==> src/rtl/ddr2_wr_arbiter_pkg.sv <==
// ---------------------------------------------------------------------------
// ddr2_wr_arbiter_pkg
//   Shared definitions for the DDR2 two-client write arbiter:
//   bus widths of the DDR2 address/write-data FIFOs, the default burst
//   length in wdf beats, and the arbiter FSM state encoding.
// ---------------------------------------------------------------------------
package ddr2_wr_arbiter_pkg;

   localparam int DDR2_ADDR_W = 31;   // af word width
   localparam int DDR2_DATA_W = 128;  // wdf data width
   localparam int DDR2_MASK_W = 16;   // wdf byte-mask width
   localparam int DDR2_BEATS  = 2;    // wdf words per burst

   typedef enum logic {
      ARB_IDLE  = 1'b0,
      ARB_BURST = 1'b1
   } arb_state_e;

endpackage

==> src/rtl/ddr2_wr_mux.sv <==
// ---------------------------------------------------------------------------
// ddr2_wr_mux
//   Purely combinational owner select for the DDR2 write path.
//   Ports:
//     sel_i              owning client (0/1); ignored when vld_i is low
//     vld_i              a burst is in progress (an owner exists)
//     cN_*_i             per-client address, data, mask and write requests
//     af_addr_o/wdf_o/wdf_mask_o  muxed address/data/mask (client 0 when idle)
//     af_req_o/wdf_req_o owner's af/wdf write request, 0 when no owner
// ---------------------------------------------------------------------------
module ddr2_wr_mux
   import ddr2_wr_arbiter_pkg::*;
(
   input  logic                   sel_i,
   input  logic                   vld_i,
   input  logic [DDR2_ADDR_W-1:0] c0_af_addr_i,
   input  logic                   c0_af_wr_en_i,
   input  logic [DDR2_DATA_W-1:0] c0_wdf_i,
   input  logic [DDR2_MASK_W-1:0] c0_wdf_mask_i,
   input  logic                   c0_wdf_wr_en_i,
   input  logic [DDR2_ADDR_W-1:0] c1_af_addr_i,
   input  logic                   c1_af_wr_en_i,
   input  logic [DDR2_DATA_W-1:0] c1_wdf_i,
   input  logic [DDR2_MASK_W-1:0] c1_wdf_mask_i,
   input  logic                   c1_wdf_wr_en_i,
   output logic [DDR2_ADDR_W-1:0] af_addr_o,
   output logic [DDR2_DATA_W-1:0] wdf_o,
   output logic [DDR2_MASK_W-1:0] wdf_mask_o,
   output logic                   af_req_o,
   output logic                   wdf_req_o
);

   // Without an owner the data path parks on client 0.
   logic use_c1;
   assign use_c1 = vld_i & sel_i;

   assign af_addr_o  = use_c1 ? c1_af_addr_i  : c0_af_addr_i;
   assign wdf_o      = use_c1 ? c1_wdf_i      : c0_wdf_i;
   assign wdf_mask_o = use_c1 ? c1_wdf_mask_i : c0_wdf_mask_i;
   assign af_req_o   = vld_i & (use_c1 ? c1_af_wr_en_i  : c0_af_wr_en_i);
   assign wdf_req_o  = vld_i & (use_c1 ? c1_wdf_wr_en_i : c0_wdf_wr_en_i);

endmodule

==> src/rtl/ddr2_wr_arbiter.sv <==
// ---------------------------------------------------------------------------
// ddr2_wr_arbiter
//   Round-robin two-client burst arbiter in front of the DDR2 af/wdf FIFOs.
//   A granted client pushes one af word and BEATS wdf words; bursts are
//   never interleaved. One idle cycle separates consecutive bursts.
//   Ports:
//     clk, rst                         clock, synchronous active-high reset
//     cN_af_addr_din/cN_af_wr_en       client N address request
//     cN_wdf_din/cN_wdf_mask_din/cN_wdf_wr_en  client N write data request
//     cN_af_full/cN_wdf_full           back-pressure to client N
//     af_full/wdf_full                 DDR2 FIFO full flags
//     af_addr_din/af_wr_en             DDR2 af push
//     wdf_din/wdf_mask_din/wdf_wr_en   DDR2 wdf push
//     grant                            one-hot current owner, 00 = none
// ---------------------------------------------------------------------------
module ddr2_wr_arbiter
   import ddr2_wr_arbiter_pkg::*;
#(
   parameter int BEATS = DDR2_BEATS,
   parameter int CNT_W = 2
)(
   input  logic                   clk,
   input  logic                   rst,
   input  logic [DDR2_ADDR_W-1:0] c0_af_addr_din,
   input  logic                   c0_af_wr_en,
   input  logic [DDR2_DATA_W-1:0] c0_wdf_din,
   input  logic [DDR2_MASK_W-1:0] c0_wdf_mask_din,
   input  logic                   c0_wdf_wr_en,
   output logic                   c0_af_full,
   output logic                   c0_wdf_full,
   input  logic [DDR2_ADDR_W-1:0] c1_af_addr_din,
   input  logic                   c1_af_wr_en,
   input  logic [DDR2_DATA_W-1:0] c1_wdf_din,
   input  logic [DDR2_MASK_W-1:0] c1_wdf_mask_din,
   input  logic                   c1_wdf_wr_en,
   output logic                   c1_af_full,
   output logic                   c1_wdf_full,
   input  logic                   af_full,
   input  logic                   wdf_full,
   output logic [DDR2_ADDR_W-1:0] af_addr_din,
   output logic                   af_wr_en,
   output logic [DDR2_DATA_W-1:0] wdf_din,
   output logic [DDR2_MASK_W-1:0] wdf_mask_din,
   output logic                   wdf_wr_en,
   output logic [1:0]             grant
);

   localparam logic [CNT_W-1:0] BEATS_C = CNT_W'(BEATS);

   arb_state_e       state_q, state_d;
   logic             owner_q, owner_d;
   logic             af_done_q, af_done_d;
   logic [CNT_W-1:0] beat_cnt_q, beat_cnt_d;
   logic             rr_last_q, rr_last_d;

   logic             in_burst;
   logic             req0, req1;
   logic             own_af_req, own_wdf_req;
   logic             af_acc, wdf_acc;
   logic [CNT_W-1:0] beat_next;
   logic             burst_end;
   logic             own0, own1;

   assign in_burst = (state_q == ARB_BURST);
   assign req0     = c0_af_wr_en | c0_wdf_wr_en;
   assign req1     = c1_af_wr_en | c1_wdf_wr_en;

   ddr2_wr_mux u_mux (
      .sel_i          (owner_q),
      .vld_i          (in_burst),
      .c0_af_addr_i   (c0_af_addr_din),
      .c0_af_wr_en_i  (c0_af_wr_en),
      .c0_wdf_i       (c0_wdf_din),
      .c0_wdf_mask_i  (c0_wdf_mask_din),
      .c0_wdf_wr_en_i (c0_wdf_wr_en),
      .c1_af_addr_i   (c1_af_addr_din),
      .c1_af_wr_en_i  (c1_af_wr_en),
      .c1_wdf_i       (c1_wdf_din),
      .c1_wdf_mask_i  (c1_wdf_mask_din),
      .c1_wdf_wr_en_i (c1_wdf_wr_en),
      .af_addr_o      (af_addr_din),
      .wdf_o          (wdf_din),
      .wdf_mask_o     (wdf_mask_din),
      .af_req_o       (own_af_req),
      .wdf_req_o      (own_wdf_req)
   );

   // Accepts: af once per burst, wdf until BEATS words are taken.
   assign af_acc    = own_af_req  & ~af_done_q & ~af_full;
   assign wdf_acc   = own_wdf_req & (beat_cnt_q < BEATS_C) & ~wdf_full;
   assign beat_next = beat_cnt_q + CNT_W'(wdf_acc);
   assign burst_end = in_burst & (af_done_q | af_acc) & (beat_next == BEATS_C);

   assign af_wr_en  = af_acc;
   assign wdf_wr_en = wdf_acc;

   assign own0  = in_burst & ~owner_q;
   assign own1  = in_burst &  owner_q;
   assign grant = {own1, own0};

   assign c0_af_full  = ~own0 | af_done_q | af_full;
   assign c1_af_full  = ~own1 | af_done_q | af_full;
   assign c0_wdf_full = ~own0 | (beat_cnt_q == BEATS_C) | wdf_full;
   assign c1_wdf_full = ~own1 | (beat_cnt_q == BEATS_C) | wdf_full;

   always_comb begin
      state_d    = state_q;
      owner_d    = owner_q;
      af_done_d  = af_done_q;
      beat_cnt_d = beat_cnt_q;
      rr_last_d  = rr_last_q;
      if (state_q == ARB_IDLE) begin
         if (req0 | req1) begin
            state_d = ARB_BURST;
            // On a tie the client not served last wins.
            owner_d = (req0 & req1) ? ~rr_last_q : req1;
         end
      end else begin
         if (burst_end) begin
            state_d    = ARB_IDLE;
            rr_last_d  = owner_q;
            af_done_d  = 1'b0;
            beat_cnt_d = '0;
         end else begin
            af_done_d  = af_done_q | af_acc;
            beat_cnt_d = beat_next;
         end
      end
   end

   always_ff @(posedge clk) begin
      if (rst) begin
         state_q    <= ARB_IDLE;
         owner_q    <= 1'b0;
         af_done_q  <= 1'b0;
         beat_cnt_q <= '0;
         rr_last_q  <= 1'b1;   // client 0 wins the first tie
      end else begin
         state_q    <= state_d;
         owner_q    <= owner_d;
         af_done_q  <= af_done_d;
         beat_cnt_q <= beat_cnt_d;
         rr_last_q  <= rr_last_d;
      end
   end

endmodule

==> config.mk <==
export PLATFORM = sky130hd
export DESIGN_NAME = ddr2_wr_arbiter
export DESIGN_NICKNAME = d
export VERILOG_FILES = /design/src/rtl/ddr2_wr_arbiter_pkg.sv /design/src/rtl/ddr2_wr_mux.sv /design/src/rtl/ddr2_wr_arbiter.sv
export SDC_FILE = /design/constraint.sdc
export NUM_CORES = 1
export LEC_CHECK = 0
export CAP_MARGIN = 15
export CORE_AREA = 2 2 208 210
export DETAILED_ROUTE_END_ITERATION = 16
export DIE_AREA = 0 0 210 212
export GPL_TIMING_DRIVEN = 0
export MAX_ROUTING_LAYER = met4
export PLACE_DENSITY_LB_ADDON = 0.3
export SYNTH_ARGS = -nofsm -noshare
export SYNTH_HDL_FRONTEND = slang
export SYNTH_SLANG_ARGS = --single-unit
export TNS_END_PERCENT = 10
==> constraint.sdc <==
create_clock -name clk -period 4.9 [get_ports clk]
set_input_delay 0.735 -clock clk [delete_from_list [all_inputs] [get_ports clk]]
set_output_delay 0.735 -clock clk [all_outputs]
set_load 0.01 [all_outputs]
After elaboration in Yosys (flattened, before gate mapping)
Index checks and enable logic that the tools add are counted.
- output and inout port bits: 183
- flip-flop bits (word level): 6
- muxes and demuxes: 11
- bitwise logic cells: 31
- $add $sub $neg: 1
- reductions and logical operators: 2
- equality and inequality tests: 2
- magnitude comparators: 1
- operator list (operator ; count):
    $mux 128 ; 1
    $mux 31 ; 1
    $mux 16 ; 1
    $or 1x1->1 ; 12
    $and 1x1->1 ; 11
    $not 1->1 ; 8
    $mux 1 ; 7
    $eq 2x2->1 const B ; 2
    $reduce_and 2->1 ; 2
    $add 2x1->2 ; 1
    $lt 2x2->1 const B ; 1
    $mux 2 ; 1

Depth between registers and ports, before layout
- depth after elaboration: 10
- gate-level depth with buffers: 8
- mapped depth without buffers: 7

By module
A second synthesis with hierarchy kept.
- cell total of the unflattened synthesis: 244
- area, all modules: 3126.7 sq um
- modules (own cells, without submodules) (module ; seq. area each (sq um) ; area each (sq um) ; instances ; cells each):
    ddr2_wr_mux ; 0.0 ; 2771.4 ; 1 ; 199
    ddr2_wr_arbiter ; 120.1 ; 355.3 ; 1 ; 45

Least setup slack after synthesis
Ideal clock, no wire load.
- kind: input -> register
- start point: in c1_wdf_wr_en
- end point: reg rr_last_q
- setup slack: 2.365 ns
- arrival time: 2.414 ns
- cell stages on the path: 7
- data required time: 4.778 ns
- path buffers: 0
- setup time: 0.122 ns
- cell sequence: mux2i_1 nor4b_1 ha_1 nand2b_1 nor3_2 o21ai_1 a221o_1
- cells in the longest elaborated chain, start to end: 8
- ends and longest elaborated chain (element ; line ; RTL):
    start: declaration ; ddr2_wr_arbiter.sv:35 ; input logic c1_wdf_wr_en,
    $mux 1 ; ddr2_wr_mux.sv:41 ; assign wdf_req_o = vld_i & (use_c1 ? c1_wdf_wr_en_i : c0_wdf_wr_en_i);
    $and 1x1->1 ; ddr2_wr_mux.sv:41 ;
    $and 1x1->1 (2 in a row) ; ddr2_wr_arbiter.sv:90 ; assign wdf_acc = own_wdf_req & (beat_cnt_q < BEATS_C) & ~wdf_full;
    net wdf_wr_en ; ddr2_wr_arbiter.sv:44 ; output logic wdf_wr_en,
    $add 2x1->2 ; ddr2_wr_arbiter.sv:91 ; assign beat_next = beat_cnt_q + CNT_W'(wdf_acc);
    $eq 2x2->1 ; ddr2_wr_arbiter.sv:92 ; assign burst_end = in_burst & (af_done_q | af_acc) & (beat_next == BEATS_C);
    $and 1x1->1 ; ddr2_wr_arbiter.sv:92 ;
    $reduce_and 2->1 (no source line) ; n/a ;
    end signal: assignment ; ddr2_wr_arbiter.sv:143 ; rr_last_q <= rr_last_d;
    end: declaration ; ddr2_wr_arbiter.sv:54 ; logic rr_last_q, rr_last_d;
The timed path passes the listed nets, and every way through them passes these cells.
A chain may end at the register's enable or synchronous reset.

Worst setup path after layout
- start point: in c0_wdf_wr_en
- end point: out wdf_wr_en
- cells in the longest elaborated chain, start to end: 4
- ends and longest elaborated chain (element ; line ; RTL):
    start: declaration ; ddr2_wr_arbiter.sv:28 ; input logic c0_wdf_wr_en,
    $mux 1 ; ddr2_wr_mux.sv:41 ;
    $and 1x1->1 ; ddr2_wr_mux.sv:41 ;
    $and 1x1->1 (2 in a row) ; ddr2_wr_arbiter.sv:90 ;
    end: declaration ; ddr2_wr_arbiter.sv:44 ;
Every way passes these cells.

==> metrics.md <==
| Metric | Value |
|---|---|
| Status | finished clean |
| Critical path data required time | 4.16 ns |
| Endpoint kind of the worst setup timing path | primary output |
| Share of cells above drive strength 1 | 7.46% |
| Worst-case clock buffer depth | 2 |
| Hold violation count in the final report | 0 |
| Final slew viol count | 0 |
| Register clock-pin slew on the reported worst setup and hold paths | 0.03 ns |
| Number of hold-repair buffers added at the cts stage | 0 |
| Height of the chip | 212 um |
| Internal power contribution | 0.627 mW |
| Number of buffers created by CTS | 3 |
| Post-synthesis cell count | 248 |
| Routed via count divided by cell count | 3.08 |
| Clock network power share | 15.1% |
| Share of total power in sequential cells | 6.0% |
| Core Footprint | 0.0425 mm2 |
| Net load switching power | 0.244 mW |
| Number of global-route vias before repair | 4321 |
| TritonCTS clock tree | built |
| Register area share after synthesis | 4.69% |
| Synth cell types | 28 |
| Global-route wire length before repair | 31400 um |
| Pre-CTS setup slack | 1.72 ns |
| Max Fanout on Critical Path | 3 |
| Initial antenna violation count | 0 |
| Total DRC errors in the routed layout | 0 |
| Post-synthesis instance area | 0.00256 mm2 |
| Max-slew headroom at the worst pin | 69.2% |
| Post-synthesis register bit count | 6 |
| Gpl congestion | 0.761 |
| Starting Density | 6.03% |
| Detailed Routing Iterations Pass 1 | 4 |
| Number of buffers inserted to repair setup after CTS | 0 |
| Global-route usage over all layers | 10.1% |
| IR drop worst, VDD | 0.0000950 V |
| Area Growth Syn to Fin | 240% |
| Number of nets in the synthesized netlist | 607 |
| Leakage power | 3.14 nW |
| Hpwl dp | 22100 um |
| Clock Skew | 0.00354 ns |
| Nature of the critical path startpoint | primary input |
| Period utilisation layout | 64.0% |
| Die Area | 0.0445 mm2 |
| Power Dens Cells | 99.8 mW/mm2 |
| Global route total overflow | 0 |
| Insertion delay of the later-clocked pin in the worst-skew pair | 0.23 ns |
| Unrepaired setup endpoints after global routing | no |
| Die Wd | 210 um |
| Slew @ Worst Pin | 0.456 ns |
| Total clock sinks | 6 |
| Drt wl/cell | 18.2 um |
| Post-CTS Resized | 0 |
| Worst min path class | flop to flop |
| Row count | 76 |
| Critical path arrival | 2.40 ns |
| Max-capacitance violation count | 0 |
| Avg Inst Size Synth | 10.3 um2 |
| Maximum clock rate | 319 MHz |
| H-Tree Level Count | 1 |
| Period minus WS final | 3.14 ns |
| Aggregate routed wire length | 24300 um |
| IO buf count | 540 |
| Hold Worst Slack | 0.516 ns |
| Root Buffer Master | sky130_fd_sc_hd__clkbuf_16 |
| Final #Nets | 1152 |
| Ant diodes | 0 |
| Switching power share of the total | 28.0% |
| Setup total negative slack | 0 ns |
| Start-to-end type of the worst setup path | primary input to primary output |
| Initial DRC Count | 42 |
| Pin count of the biggest net entering global routing | 11 |
| DRT antenna net count | 0 |
| Count of vias placed by the detailed router | 4119 |
| Post-route worst setup slack | 1.76 ns |
| Number of warnings reported in the yosys synthesis log | 0 |
| Combinational fraction of design power | 78.8% |
| Number of setup violations in the final report | 0 |
| Final standard cell utilization of the core | 20.5% |
| IO Count | 541 |
-- worst paths after layout --
path | slack [ns] | start | to | cells past startpoint
max | 1.76 | c0_wdf_wr_en | wdf_wr_en | 4
max reg2reg | 2.58 | in_burst | rr_last_q | 7
min | 0.52 | rr_last_q | rr_last_q | 1
min reg2reg | 0.52 | rr_last_q | rr_last_q | 1
-- area by class of cell --
| type | instances | area [um2] |
|---|---|---|
| fillers | 4669 | 33800 |
| flip-flops and latches | 6 | 120 |
| well taps | 546 | 683 |
| multi-input cells | 216 | 2220 |
| clock buffers | 3 | 75.1 |
| plain buffers | 23 | 208 |
| inverters | 3 | 11.3 |
| repair buffers | 540 | 5410 |
-- Yosys cell counts, drive strengths merged --
cell	instances	area, um2
mux2	176	1980
buf	23	208
dfxtp	6	120
nand2	6	25.0
nor2	6	22.5
nor3	5	30.0
a21oi	4	20.0
inv	3	11.3
nor2b	3	18.8
o21ai	3	15.0
mux2i	2	20.0
a211o	1	8.76
a221o	1	10.0
a31oi	1	6.26
and2	1	6.26
ha	1	12.5
nand2b	1	6.26
nor4b	1	8.76
nor4bb	1	10.0
o21a	1	7.51
or2	1	6.26
xnor2	1	8.76
-- cells in the final DEF, fill, tap and decap left out --
| cell type | synthesis | routed |
|---|---|---|
| sky130_fd_sc_hd__nor3_1 | 4 | 4 |
| sky130_fd_sc_hd__nand2_1 | 5 | 5 |
| sky130_fd_sc_hd__o21ai_1 | 1 | 1 |
| sky130_fd_sc_hd__xnor2_1 | 1 | 1 |
| sky130_fd_sc_hd__nor2b_1 | 3 | 3 |
| sky130_fd_sc_hd__ha_1 | 1 | 1 |
| sky130_fd_sc_hd__clkbuf_16 | 0 | 3 |
| sky130_fd_sc_hd__mux2_2 | 31 | 31 |
| sky130_fd_sc_hd__a221o_1 | 1 | 1 |
| sky130_fd_sc_hd__mux2i_1 | 2 | 2 |
| sky130_fd_sc_hd__o21ai_0 | 2 | 2 |
| sky130_fd_sc_hd__mux2_1 | 145 | 145 |
| sky130_fd_sc_hd__o21a_1 | 1 | 1 |
| sky130_fd_sc_hd__nor3_2 | 1 | 1 |
| sky130_fd_sc_hd__nor2_1 | 6 | 6 |
| sky130_fd_sc_hd__or2_1 | 1 | 1 |
| sky130_fd_sc_hd__a21oi_1 | 4 | 4 |
| sky130_fd_sc_hd__nor4b_1 | 1 | 1 |
| sky130_fd_sc_hd__clkdlybuf4s50_1 | 0 | 540 |
| sky130_fd_sc_hd__dfxtp_1 | 6 | 6 |
| sky130_fd_sc_hd__buf_4 | 7 | 7 |
| sky130_fd_sc_hd__and2_1 | 1 | 1 |
| sky130_fd_sc_hd__a211o_1 | 1 | 1 |
| sky130_fd_sc_hd__nand2_2 | 1 | 1 |
| sky130_fd_sc_hd__nand2b_1 | 1 | 1 |
| sky130_fd_sc_hd__buf_6 | 12 | 12 |
| sky130_fd_sc_hd__buf_2 | 4 | 4 |
| sky130_fd_sc_hd__a31oi_1 | 1 | 1 |
| sky130_fd_sc_hd__nor4bb_1 | 1 | 1 |
| sky130_fd_sc_hd__inv_1 | 3 | 3 |
-- cells by family (layout without fill, tap and decap cells) --
logic type	count (synthesis)	after routing	share of synthesized area (%)
AO/OA/AOI/OAI	11	11	2.64
XOR/XNOR	1	1	0.342
adder cells (fa/ha/maj)	1	1	0.488
buffers and inverters	26	569	8.54
flip-flops	6	6	4.69
multiplexers	178	178	78.1
AND/OR/NAND/NOR	25	25	5.22
-- state kept, by name, indices dropped and copies added (netlist names) --
name,count
af_done_q,1
beat_cnt_q,2
in_burst,1
owner_q,1
rr_last_q,1
-- metrics by stage --
stage | cell area (um2) | std cells | power (mW)
6_report | 8730 | 1337 | 0.871
4_1_cts | 8730 | 1337 | 0.889
2_1_floorplan | 2560 | 248 | 0.215
3_3_place_gp | 8650 | 1334 | 0.750
3_5_place_dp | 8650 | 1334 | 0.750
5_1_grt | 8730 | 1337 | 0.917
-- power groups by stage --
| stage | clock [mW] | sequential [mW] | combinational [mW] |
|---|---|---|---|
| CTS | 0.133 | 0.0526 | 0.703 |
| global route | 0.137 | 0.0528 | 0.727 |
| finish | 0.132 | 0.0526 | 0.686 |
| floorplan | 0 | 0.0529 | 0.162 |
| detailed placement | 0 | 0.0533 | 0.696 |
| global placement | 0 | 0.0533 | 0.697 |
-- layer usage --
metal  track usage [%]  part of all wire [%]  vias to the layer above  wire, um
met4             0.880                  0.70                        0       170
met2              19.5                    54                      232     13200
met5                 -                     0                        -         0
met1              11.1                    38                     1876      9280
li1                  -                     -                     2009         -
met3              2.02                   7.1                        2      1720
-- worst max-delay path, cell delays in order --
cell and delay [ns]:
sky130_fd_sc_hd__clkdlybuf4s50_1 0.52, sky130_fd_sc_hd__mux2i_1 0.10, sky130_fd_sc_hd__nor4b_1 0.42, sky130_fd_sc_hd__clkdlybuf4s50_1 0.64
Power figures use the tool's default switching activity.
==> RTL change 1, RTL diff (config.mk and constraints unchanged) <==
The parameter `CNT_W` goes from 2 to 4.
--- a/src/rtl/ddr2_wr_arbiter.sv
+++ b/src/rtl/ddr2_wr_arbiter.sv
@@ -19,3 +19,3 @@
    parameter int BEATS = DDR2_BEATS,
-   parameter int CNT_W = 2
+   parameter int CNT_W = 4
 )(
Check against the original RTL: no difference found for any inputs over 10 cycles, from zero or initial values and one cycle with rst high; that may be too few to reach the edited logic, so the function may still have changed.
==> RTL change 1 against the original RTL <==
Register-to-register slack worse by 0.05 ns. Total power up 1.8%. Area after synthesis up 3.1%. Design area up 0.85%. Core utilization up 0.17 points. Sequential cell count up 2. Wire length down 10%. Sequential share of layout area up 0.44 points. Clock skew down 0.0015 ns. Worst setup slack worse by 0.11 ns. Critical endpoint is now wdf_din[38]. Largest power group unchanged. Highest routed layer unchanged.
==> RTL change 1: results (changes against the original RTL) <==
Post-DP HPWL 19.6 mm (was 22.1 mm); average wire per standard cell 16.2 um (was 18.2 um); Avg Cell Area, Syn 10.2 um2 (was 10.3 um2); largest fanout on the critical path 10 (was 3); cells on worst reg2reg path 9 (was 7); Routed met3 length 1.25 mm (was 1.72 mm); count leader, synth mux2_2 (was mux2_1); Critical Path Sink wdf_din[38] (was wdf_wr_en); number of global-route vias before repair 4,356 (was 4,321); Synth Area in Compound Gates 4.26% (was 2.64%); commonest cells in the netlist mux2_2, buf_4, nor2_1 (was mux2_1, mux2_2, buf_6); M1 WL 9.15 mm (was 9.28 mm); met2 wire len 11.3 mm (was 13.2 mm); drt initial violations 86 (was 42); layout cells sized above 1 26.1% (was 7.46%); Critical Path Start owner_q (was c0_wdf_wr_en); register area share after synthesis 6.06% (was 4.69%); final wirelength 21.8 mm (was 24.3 mm); syn_nets 618 (was 607); Final nets 1,162 (was 1,152); Worst Path Arrival 2.51 ns (was 2.40 ns); switching share of power 26.1% (was 28.0%); Vias 4,181 (was 4,119); Slew @ Worst Pin 0.467 ns (was 0.456 ns); max FFs per register 4 (was 2); status completed (unchanged); routing usage on met1 10.7% (was 11.1%); placed insts 1,343 (was 1,334); global-route wire length before repair 28.9 mm (was 31.4 mm); count of cell types in the netlist 31 (was 28); post-synthesis async set-or-reset flop share 0% (unchanged); multiplexer area fraction after synthesis 75.8% (was 78.1%); Reg2Reg Setup Slack 2.53 ns (was 2.58 ns); Pleak 3.21 nW (was 3.14 nW); Placed Instance Area 0.00872 mm2 (was 0.00865 mm2); initial antenna violation count 2 (was 0); GP Congestion 0.789 (was 0.761); Comb. pwr 0.000680 W (was 0.000686 W); Hold Path Stages 2 (was 1); Max Clock Skew 0.00206 ns (was 0.00354 ns)
-- RTL change 1: cell types whose count changed after synthesis, sizes merged, moves of 2 or more --
cell | unedited run | this run
nor2 | 6 | 10
nor3 | 5 | 2
xor2 | 0 | 3
a21oi | 4 | 2
clkbuf | 0 | 2
dfxtp | 6 | 8
nand2 | 6 | 8
nand4 | 0 | 2
nor2b | 3 | 1
-- RTL change 1: cell type report --
cell class	count	area [um2]
clock buffers	3	75.1
inverters	3	11.3
flip-flops and latches	8	160
well taps	546	683
plain buffers	25	169
repair buffers	539	5400
multi-input cells	222	2300
fillers	4640	33700
diodes	2	5.00
-- RTL change 1: logic make-up (layout without fill, tap and decap cells) --
family,count (synthesis),count (layout)
other,0,2
adder cells (fa/ha/maj),2,2
AO/OA/AOI/OAI,11,11
multiplexers,178,178
buffers and inverters,28,570
XOR/XNOR,3,3
flip-flops,8,8
AND/OR/NAND/NOR,28,28
==> RTL change 2, RTL diff (config.mk and constraints unchanged) <==
Made on the original files. Make the reset (`rst`) asynchronous in one clocked block. Comments in the files are not updated.
--- a/src/rtl/ddr2_wr_arbiter.sv
+++ b/src/rtl/ddr2_wr_arbiter.sv
@@ -130,3 +130,3 @@
 
-   always_ff @(posedge clk) begin
+   always_ff @(posedge clk or posedge rst) begin
       if (rst) begin
Formal check against the unedited RTL: differs if rst is asserted again (counterexample within 4 cycles, from zero or initial values and one cycle with rst high); with rst held inactive, the same outputs for 10 cycles.
==> RTL change 2 against the original RTL <==
Clock skew fell by 0.0016 ns. Area after synthesis rose by 15%. Register-to-register slack got worse by 0.04 ns. Design area rose by 4.5%. Cell count fell by 0.45%. Synthesized cell count fell by 2.8%. First-iteration DRC count rose by 100%. Core utilization rose by 0.93 points. Wire length fell by 20%. Worst setup slack got worse by 0.052 ns. Sequential cell count did not move. Largest cell class unchanged. Critical path type unchanged.
Power is left out: it rests on default switching activity, and per cell area and clock period it moved more than threefold.
==> RTL change 2: results (changes against the original RTL) <==
cells on worst reg2reg path 6 (was 7); global-route wire length before repair 25.7 mm (was 31.4 mm); register area share after synthesis 5.12% (was 4.69%); Placed Instance Area 0.00904 mm2 (was 0.00865 mm2); Post-Synth XOR/XNOR Area 0.592% (was 0.342%); Worst Hold Launch beat_cnt_q[0] (was rr_last_q); routing usage on met1 9.71% (was 11.1%); multiplexer area fraction after synthesis 80.6% (was 78.1%); hold endpoint beat_cnt_q[0] (was rr_last_q); via/cell ratio 3.09 (was 3.08); Row Count 76 (unchanged); GP Congestion 0.735 (was 0.761); ys flop type dfrtp_1 (was dfxtp_1); Worst R2R End rr_last_q (unchanged); post-synthesis async set-or-reset flop share 100% (was 0%); Synth Area in Compound Gates 2.24% (was 2.64%); commonest cells in the netlist mux2_4, mux2_1, mux2_2 (was mux2_1, mux2_2, buf_6); multi-input gate share of total cell area 28.1% (was 25.5%); sequential share of cell area 1.66% (was 1.38%); Non-clock buffering overhead 61.7% (was 64.3%); Post-DP HPWL 17.4 mm (was 22.1 mm); fillers 4,582 (was 4,669); Vias 4,116 (was 4,119); CLK BUF 4 (was 3); invs w/o clock 4 (was 3); final wirelength 19.4 mm (was 24.3 mm); M3 GR Usage 1.23% (was 2.02%); Hold Path Stages 2 (was 1); syn_nets 600 (was 607); Reg2Reg Setup Slack 2.54 ns (was 2.58 ns); initial antenna violation count 0 (unchanged); CTS Buffer Depth 2 (unchanged); Slew @ Worst Pin 0.474 ns (was 0.456 ns); CTS Buf Count 3 (unchanged); placed insts 1,327 (was 1,334); Max Clock Skew 0.00195 ns (was 0.00354 ns); gr usage total 7.76% (was 10.1%); leading post-synthesis cells by cell area mux2_4, mux2_1, mux2_2, buf_6, dfrtp_1 (was mux2_1, mux2_2, buf_6, dfxtp_1, buf_4); worst r2r src in_burst (unchanged); multi-input gates 208 (was 216); Final nets 1,145 (was 1,152); portion of the layout cell area used by clock cells 0.864% (was 0.860%); worst hold path class reg -> reg (unchanged); Mapped Cells 241 (was 248); final core occ 21.5% (was 20.5%); drt initial violations 85 (was 42); Hold WS 0.583 ns (was 0.516 ns); diodes inserted 0 (unchanged); GR Util met2 13.6% (was 19.5%); status completed (unchanged); layout cells sized above 1 21.0% (was 7.46%); slowest stage delay, CP 0.67 ns (was 0.64 ns); pre-CTS setup slack 1.70 ns (was 1.72 ns)
-- RTL change 2: changes by cell type after synthesis, moves of 2 or more --
cell | unedited run | this run
mux2_1 | 145 | 40
xor2_1 | 0 | 2
buf_6 | 12 | 17
dfxtp_1 | 6 | 0
buf_4 | 7 | 2
dfrtp_1 | 0 | 5
mux2_4 | 0 | 101
nor3_1 | 4 | 1
mux2_2 | 31 | 36
-- RTL change 2: per-layer routing --
layer  routed length [um]  up-vias
li1                     -     1983
met1                 8220     1890
met2                 9880      233
met5                    0        -
met3                 1220       10
met4                  119        0
-- RTL change 2: worst max path at each step --
stage            startpoint         to  slack (ns)
2_1_floorplan  c1_wdf_wr_en  rr_last_q        2.50
5_1_grt        c0_wdf_wr_en  wdf_wr_en        1.61
6_report       c0_wdf_wr_en  wdf_wr_en        1.71
3_3_place_gp   c0_wdf_wr_en  wdf_wr_en        1.73
4_1_cts        c0_wdf_wr_en  wdf_wr_en        1.70
3_5_place_dp   c0_wdf_wr_en  wdf_wr_en        1.70
